<file path="src/rtl/elastic_pipe_reg.sv">
// Elastic pipeline stage register: valid/ready handshake with a 2-entry
// skid buffer, synchronous flush and a saturating stall-cycle counter.
//
//   state    | meaning
//   ---------+----------------------------------------------------------
//   ST_EMPTY | nothing held; OUT_VALID=0, IN_READY=1, OCCUPANCY=0
//   ST_ONE   | main entry valid; OUT_VALID=1, IN_READY=1, OCCUPANCY=1
//   ST_FULL  | main + skid valid; OUT_VALID=1, IN_READY=0, OCCUPANCY=2
module elastic_pipe_reg #(
   parameter int AWL  = 6,
   parameter int DWL  = 32,
   parameter int CWL  = 2,
   parameter int CNTW = 16
) (
   input  logic             CLK,
   input  logic             RST,
   input  logic             FLUSH,
   input  logic             IN_VALID,
   output logic             IN_READY,
   input  logic [CWL-1:0]   IN_CTRL,
   input  logic [DWL-1:0]   IN_D1,
   input  logic [DWL-1:0]   IN_D2,
   input  logic [AWL-2:0]   IN_RA,
   output logic             OUT_VALID,
   input  logic             OUT_READY,
   output logic [CWL-1:0]   OUT_CTRL,
   output logic [DWL-1:0]   OUT_D1,
   output logic [DWL-1:0]   OUT_D2,
   output logic [AWL-2:0]   OUT_RA,
   output logic [1:0]       OCCUPANCY,
   output logic [CNTW-1:0]  STALL_CNT
);

   typedef enum logic [1:0] {
      ST_EMPTY = 2'd0,
      ST_ONE   = 2'd1,
      ST_FULL  = 2'd2
   } state_t;

   state_t          state_q, state_d;

   logic [CWL-1:0]  main_ctrl_q, main_ctrl_d;
   logic [DWL-1:0]  main_d1_q,   main_d1_d;
   logic [DWL-1:0]  main_d2_q,   main_d2_d;
   logic [AWL-2:0]  main_ra_q,   main_ra_d;

   logic [CWL-1:0]  skid_ctrl_q, skid_ctrl_d;
   logic [DWL-1:0]  skid_d1_q,   skid_d1_d;
   logic [DWL-1:0]  skid_d2_q,   skid_d2_d;
   logic [AWL-2:0]  skid_ra_q,   skid_ra_d;

   logic [CNTW-1:0] stall_cnt_q, stall_cnt_d;

   logic            in_ready;
   logic            out_valid;
   logic            in_fire;
   logic            out_fire;
   logic [1:0]      occupancy;

   // Handshake decode and next-state/payload selection; IN_READY and
   // OUT_VALID come only from state_q so OUT_READY never reaches IN_READY.
   always_comb begin
      state_d     = state_q;
      main_ctrl_d = main_ctrl_q;
      main_d1_d   = main_d1_q;
      main_d2_d   = main_d2_q;
      main_ra_d   = main_ra_q;
      skid_ctrl_d = skid_ctrl_q;
      skid_d1_d   = skid_d1_q;
      skid_d2_d   = skid_d2_q;
      skid_ra_d   = skid_ra_q;
      stall_cnt_d = stall_cnt_q;
      in_ready    = 1'b1;
      out_valid   = 1'b0;
      occupancy   = 2'd0;

      case (state_q)
         ST_EMPTY: begin
            in_ready  = 1'b1;
            out_valid = 1'b0;
            occupancy = 2'd0;
         end
         ST_ONE: begin
            in_ready  = 1'b1;
            out_valid = 1'b1;
            occupancy = 2'd1;
         end
         ST_FULL: begin
            in_ready  = 1'b0;
            out_valid = 1'b1;
            occupancy = 2'd2;
         end
         default: begin
            in_ready  = 1'b1;
            out_valid = 1'b0;
            occupancy = 2'd0;
         end
      endcase

      in_fire  = IN_VALID & in_ready;
      out_fire = out_valid & OUT_READY;

      // Counter keeps running through flush; only reset clears it.
      if (out_valid && !OUT_READY && (stall_cnt_q != {CNTW{1'b1}}))
         stall_cnt_d = stall_cnt_q + CNTW'(1);

      if (FLUSH) begin
         // Incoming entry is dropped; a concurrent out_fire has already
         // been sampled downstream, payload is left stale.
         state_d = ST_EMPTY;
      end else begin
         case (state_q)
            ST_EMPTY: begin
               if (in_fire) begin
                  state_d     = ST_ONE;
                  main_ctrl_d = IN_CTRL;
                  main_d1_d   = IN_D1;
                  main_d2_d   = IN_D2;
                  main_ra_d   = IN_RA;
               end
            end
            ST_ONE: begin
               if (in_fire && out_fire) begin
                  main_ctrl_d = IN_CTRL;
                  main_d1_d   = IN_D1;
                  main_d2_d   = IN_D2;
                  main_ra_d   = IN_RA;
               end else if (in_fire) begin
                  state_d     = ST_FULL;
                  skid_ctrl_d = IN_CTRL;
                  skid_d1_d   = IN_D1;
                  skid_d2_d   = IN_D2;
                  skid_ra_d   = IN_RA;
               end else if (out_fire) begin
                  state_d = ST_EMPTY;
               end
            end
            ST_FULL: begin
               if (out_fire) begin
                  state_d     = ST_ONE;
                  main_ctrl_d = skid_ctrl_q;
                  main_d1_d   = skid_d1_q;
                  main_d2_d   = skid_d2_q;
                  main_ra_d   = skid_ra_q;
               end
            end
            default: state_d = ST_EMPTY;
         endcase
      end
   end

   // State, payload and counter registers with async active-high reset.
   always_ff @(posedge CLK or posedge RST) begin
      if (RST) begin
         state_q     <= ST_EMPTY;
         main_ctrl_q <= '0;
         main_d1_q   <= '0;
         main_d2_q   <= '0;
         main_ra_q   <= '0;
         skid_ctrl_q <= '0;
         skid_d1_q   <= '0;
         skid_d2_q   <= '0;
         skid_ra_q   <= '0;
         stall_cnt_q <= '0;
      end else begin
         state_q     <= state_d;
         main_ctrl_q <= main_ctrl_d;
         main_d1_q   <= main_d1_d;
         main_d2_q   <= main_d2_d;
         main_ra_q   <= main_ra_d;
         skid_ctrl_q <= skid_ctrl_d;
         skid_d1_q   <= skid_d1_d;
         skid_d2_q   <= skid_d2_d;
         skid_ra_q   <= skid_ra_d;
         stall_cnt_q <= stall_cnt_d;
      end
   end

   assign IN_READY  = in_ready;
   assign OUT_VALID = out_valid;
   assign OCCUPANCY = occupancy;
   assign OUT_CTRL  = main_ctrl_q;
   assign OUT_D1    = main_d1_q;
   assign OUT_D2    = main_d2_q;
   assign OUT_RA    = main_ra_q;
   assign STALL_CNT = stall_cnt_q;

endmodule

</file>
<file path="config.mk">
export PLATFORM = sky130hd
export DESIGN_NAME = elastic_pipe_reg
export DESIGN_NICKNAME = d
export VERILOG_FILES = /design/src/rtl/elastic_pipe_reg.sv
export SDC_FILE = /design/constraint.sdc
export NUM_CORES = 1
export LEC_CHECK = 0
export BUFFER_PORTS_ARGS = -buffer_cell sky130_fd_sc_hd__buf_2
export CAP_MARGIN = 20
export CELL_PAD_IN_SITES_DETAIL_PLACEMENT = 1
export CELL_PAD_IN_SITES_GLOBAL_PLACEMENT = 1
export CORE_MARGIN = 5
export CORE_UTILIZATION = 42
export DETAILED_ROUTE_END_ITERATION = 8
export GPL_TIMING_DRIVEN = 0
export PLACE_DENSITY_LB_ADDON = 0.1
export SLEW_MARGIN = 30
export SYNTH_ARGS = -nofsm -noshare
export SYNTH_HDL_FRONTEND = slang
export SYNTH_SLANG_ARGS = --single-unit
</file>
<file path="constraint.sdc">
create_clock -name CLK -period 5.65 [get_ports CLK]
set_input_delay 0.2825 -clock CLK [delete_from_list [all_inputs] [get_ports CLK]]
set_output_delay 0.2825 -clock CLK [all_outputs]
set_load 0.005 [all_outputs]
</file>
* Word level (Yosys, flattened, before mapping) *
Index checks and enable logic that the tools add are counted.

word-level totals
  bits in latches = 0
  input port bits = 76
  flip-flop bits (word level) = 160
  memories = 0
  bits in writable memories = 0
  memory bits (read-only) = 0
  output and inout bits = 91
  logic and storage cells = 61

operators by class
  reductions and logical operators = 10
  eq/ne operators = 10
  bitwise operators = 4
  magnitude comparators = 0
  multiplexer cells = 26
  add/subtract/negate cells = 1
  divide/modulo/power cells = 0
  shifts and indexed selects = 0
  multiply operators = 0

operators with widths
  cell                     number
  $mux W32                 6
  $pmux W32 S3             2
  $mux W2                  9
  $add A16 B1 Y16 const B  1
  $ne A16 B16 Y1 const B   1
  $mux W5                  3
  $pmux W5 S3              1
  $pmux W2 S3              2
  $ne A3 B3 Y1 const B     3
  $reduce_and A4 Y1        2
  $ne A2 B2 Y1 const B     3
  $reduce_and A5 Y1        1
  $ne A4 B4 Y1 const B     1
  $pmux W2 S2              1
  $logic_and A1 B1 Y1      3
  $reduce_bool A3 Y1       1
  $and A1 B1 Y1            2
  $eq A2 B1 Y1 const B     1
  $eq A2 B2 Y1 const B     1
  $logic_not A2 Y1         1
  $mux W1                  2
  $not A1 Y1               2
  $reduce_or A2 Y1         1
  $logic_not A1 Y1         1

* Logic depth before layout (Yosys ltp) *
  depth in word-level cells = 9
  depth in mapped cells = 9
  gate-level depth less buffers = 7

* Worst setup path after synthesis *
OpenSTA, ideal clock, no wires.

  path type = reg-to-reg
  start point = register state_q[0]
  end point = register main_d1_q[26], in the netlist OUT_D1[26]
  stages on the path, launching flop included = 8
  slack = 3.776 ns
  setup time = 0.134 ns
  period minus slack after synthesis = 1.874 ns
  arrival time = 1.740 ns
  buffers on the path = 2
  required time = 5.516 ns
  path through = dfrtp_1 inv_1 ha_1 inv_1 o2111ai_1 clkbuf_1 clkbuf_1 o21ai_0

between the ends
  elaborated cells on any way between the ends = 15
  those cells by class = 5 x eq/ne; 3 x mux; 2 x bitwise; 5 x reduce/logical

RTL lines
  what                             RTL line  source
  start: declaration               40        state_t state_q, state_d;
  start signal: assignment         166       state_q <= state_d;
  $eq A2 B2 Y1 (*)                 77        case (state_q)
  $mux W1 (*)                      77
  via IN_READY                     19        output logic IN_READY,
  $and A1 B1 Y1 (*)                100       in_fire = IN_VALID & in_ready;
  $logic_and A1 B1 Y1              123       if (in_fire && out_fire) begin
  $ne A2 B2 Y1 (no line)           -
  $reduce_and A5 Y1 (no line) (*)  -
  end signal: assignment           168       main_d1_q <= main_d1_d;
  end: declaration                 43        logic [DWL-1:0] main_d1_q, main_d1_d;

Mark *: on every way through the listed nets, which the timed path passes. The rest lies on a longest branch.
A chain may end at the register's enable or synchronous reset.

* Worst setup path in the final report *
  start point = register state_q[0]
  end point = register main_d1_q[30], in the netlist OUT_D1[30]

between the ends
  word-level cells in the longest chain between the ends = 7
  elaborated cells on any way between the ends = 15
  those cells by class = 5 x eq/ne; 3 x mux; 2 x bitwise; 5 x reduce/logical

RTL lines
  what                                                 RTL line  source
  $eq A2 B2 Y1 / $eq A2 B1 Y1 (equally long branches)  77, 112
  $reduce_or A2 Y1 (no line)                           -
  $mux W1                                              77
  $and A1 B1 Y1                                        101       out_fire = out_valid & OUT_READY;
  $logic_and A1 B1 Y1                                  123
  $ne A2 B2 Y1 (no line)                               -
  $reduce_and A5 Y1 (no line)                          -

Parallel ways exist; a longest one is shown, timed or not.

==> summary.md <==
| Metric | Value |
|---|---|
| Nets | `between 800 and 900` |
| Chip Height | `137 µm` |
| Wirelength, routed | `17300 µm` |
| Pwr Density | `~500 mW/mm²` |
| Synth top area share | `just under 60%` |
| Top cells by area, synth | `dfrtp_1 (59%), mux2_2 (12%), mux2i_1 (11%), o21ai_0 (5.1%), nand2_1 (4.4%)` |
| IO Port Bufs | `around 170` |
| Max cap viols | `0` |
| Min Clock Period, post-route | `2.83 ns` |
| Top FF cell, synth | `dfrtp_1` |
| Crit end category | `flip-flop` |
| Antenna-violating nets left | `0` |
| Placement Cell Area | `a little under 0.008 mm²` |
| Yosys warnings | `0` |
| Mapped Area | `about 0.0068 mm²` |
| Hold Fails Final Rpt | `0` |
| R2R cell count | `7` |
| I/O Pins | `approximately 170` |
| GR Util All Layers | `19.0%` |
| Final core utilization | `a little over half` |
| Total Power | `4370 µW` |
| Number of synthesized flops with an enable pin | `0` |
| Routed vias | `between 4k and 5k` |
| DR pass1 iterations | `4` |
| Initial antenna violation count | `0` |
| First-pass GRT wire length | `between 20000 and 30000 µm` |
| Largest net degree at the start of global routing | `just under 90` |
| Critical Path AT | `3.11 ns` |
| Antenna Cells | `0` |
| Vias in the first global route | `about 5.5k` |
| Area delta synth->final | `26.4%` |
| Largest area contributor in the netlist | `dfrtp_1` |
| Synth Instances | `around 550` |
| Final period util | `between 50 and 60%` |
| Crit path kind | `flip-flop to flip-flop` |
| Sequential area share after synthesis | `a little under 60%` |
| CTS tree | `done` |
| Max VDD drop | `0.206 mV` |
| Cell Rows | `46` |
| WHS Path Cells | `2` |
| RSZ-0062 raised after global routing | `false` |
| Setup TNS | `0 ns` |
| Final Skew | `roughly 0.0055 ns` |
| Max FO, Critical Path | `10` |
| Synth cell count leaders | `dfrtp_1 (160), nand2_1 (79), mux2i_1 (73)` |
| Leak | `roughly 0.004 µW` |
| Clk_lat worst skew | `between 0.4 and 0.5 ns` |
| R2R setup slack | `2.82 ns` |
| Initial core utilization | `about 43%` |
| Synth async-reset ratio | `between 90% and 100%` |
| Post-Syn Nets | `633` |
| Pins over their slew limit | `0` |
| CTS root buf | `clkbuf_16` |
| Critical path startpoint category | `flip-flop` |
| Clk sinks | `160` |
| Post-CTS Repair Setup Buffers | `0` |
| Rel. slew slack | `a little under two fifths` |
| Deepest clock path buffer count | `2` |
| Placement-stage worst setup slack | `around 2.7 ns` |
| Count leader, synth | `dfrtp_1` |
| TritonCTS Buffers | `17` |
| Remaining Overflow, GRT | `0` |
| Avg Synthesized Cell Area | `12.3 µm²` |
| Fin worst setup slack | `roughly 2.8 ns` |
| Die area | `approximately 0.019 mm²` |
| DP Wirelength | `between 10000 and 15000 µm` |
| Routed vias/inst | `between 5 and 6` |
| Routability Congestion | `approximately 0.75` |
| Clk slew on worst S/H paths | `0.06 ns` |
| Residual DRC | `0` |
| Achievable Freq | `~350 MHz` |
| Layout cells sized above 1 | `around two fifths` |
| Worst-margin pin slew | `0.929 ns` |
| Die X | `~140 µm` |
| Final Setup Violations | `0` |
| WL/cell | `about 18 µm` |
| Core ar. | `~0.016 mm²` |
| Status | `completed` |
| Synth Register Bits | `160` |
| Initial DRC count | `about 140` |
| Worst EP required | `about 5.9 ns` |
| Design area | `between 0.008 and 0.009 mm²` |
| Hold crit path type | `primary input to flip-flop` |
| H-tree depth | `4` |
| Unique masters post-synth | `30` |
cell type report:
class                      instances  area (µm²)
clock buffer                      23         468
fill                            1734        7290
tap                              216         270
clock inverter                     9         179
timing repair buffer             168         868
multi-input combinational        356        2650
inverter                           6        30.0
sequential                       160        4000
buffer                            30         131
sequential cells by signal, indices dropped and copies added, names as in the netlist:
name and count:
OUT_CTRL 2, skid_ra_q 5, OUT_RA 5, OUT_D2 32, STALL_CNT 16, OUT_D1 32, skid_d2_q 32, skid_ctrl_q 2
skid_d1_q 32, state_q 2
timing repair:
action                                  in CTS  in global routing
gates resized for setup                      0                  0
endpoints found under the setup margin       0                  0
hold buffers                                 1                  0
endpoints found under the hold margin       72                  0
metal layers:
metal  track usage (%)  routed length, µm  up-vias
met4              4.66                194        0
met2              32.8               8730      114
li1                  -                  -     2281
met3              6.32               1080       16
met1              23.1               7250     2465
met5                 0                  0        -
cell usage in the layout (no fill, tap or decap), types with 2 or more instances in the layout:
cell / synthesis / layout
a21oi_1: 2 / 2
and3_1: 4 / 4
buf_2: 15 / 181
bufinv_16: 0 / 5
clkbuf_1: 15 / 19
clkbuf_16: 0 / 17
clkbuf_8: 0 / 2
clkinvlp_4: 0 / 2
dfrtp_1: 160 / 160
ha_1: 5 / 5
inv_1: 6 / 5
mux2_2: 72 / 72
mux2i_1: 73 / 73
nand2_1: 79 / 79
nand3_1: 6 / 6
nand4_1: 7 / 7
nor2_1: 8 / 8
o21ai_0: 70 / 70
o21ai_1: 2 / 2
xnor2_1: 12 / 12
xor2_1: 3 / 3
power breakdown:
| part | switching [µW] | internal [µW] | leakage [µW] |
|---|---|---|---|
| sequential | 289 | 1670 | 0.00198 |
| clock | 451 | 809 | 0.000308 |
| combinational | 558 | 587 | 0.00172 |
metrics by stage:
stage / instances / hold WS (ns)
3_5_place_dp: 935 / 0.397
4_1_cts: 968 / 0.0587
5_1_grt: 968 / 0.0691
6_report: 968 / 0.0798
3_3_place_gp: 934 / 0.456
2_1_floorplan: 552 / 0.346
cells by family (layout without fill, tap and decap cells):
group           after synthesis  after routing  share of synthesized area (%)
buf+inv                      36            236                           2.26
mux                         145            145                           22.7
fa+ha+maj                     5              5                          0.919
xor+xnor                     15             15                           1.93
simple gates                113            113                           7.17
flops                       160            160                           58.8
compound gates               78             78                           6.22
worst max-delay path, cell delays in order, from the launching register on:
cell,delay [ns]
dfrtp_1,0.42
inv_1,0.10
ha_1,0.21
inv_1,0.09
o2111ai_1,0.77
clkbuf_1,0.52
clkbuf_1,0.41
o21ai_0,0.17
path summary, 6_finish.rpt:
kind	startpoint	endpoint
min	FLUSH	state_q[0]$_DFFE_PP0P_
max reg2reg	state_q[0]$_DFFE_PP0P_	OUT_D1[30]$_DFFE_PP0P_
min reg2reg	OUT_D1[10]$_DFFE_PP0P_	OUT_D1[10]$_DFFE_PP0P_
max in group asynchronous	RST	OUT_D2[26]$_DFFE_PP0P_
min in group asynchronous	RST	OUT_D1[20]$_DFFE_PP0P_
max	state_q[0]$_DFFE_PP0P_	OUT_D1[30]$_DFFE_PP0P_
Power figures use the tool's default switching activity.
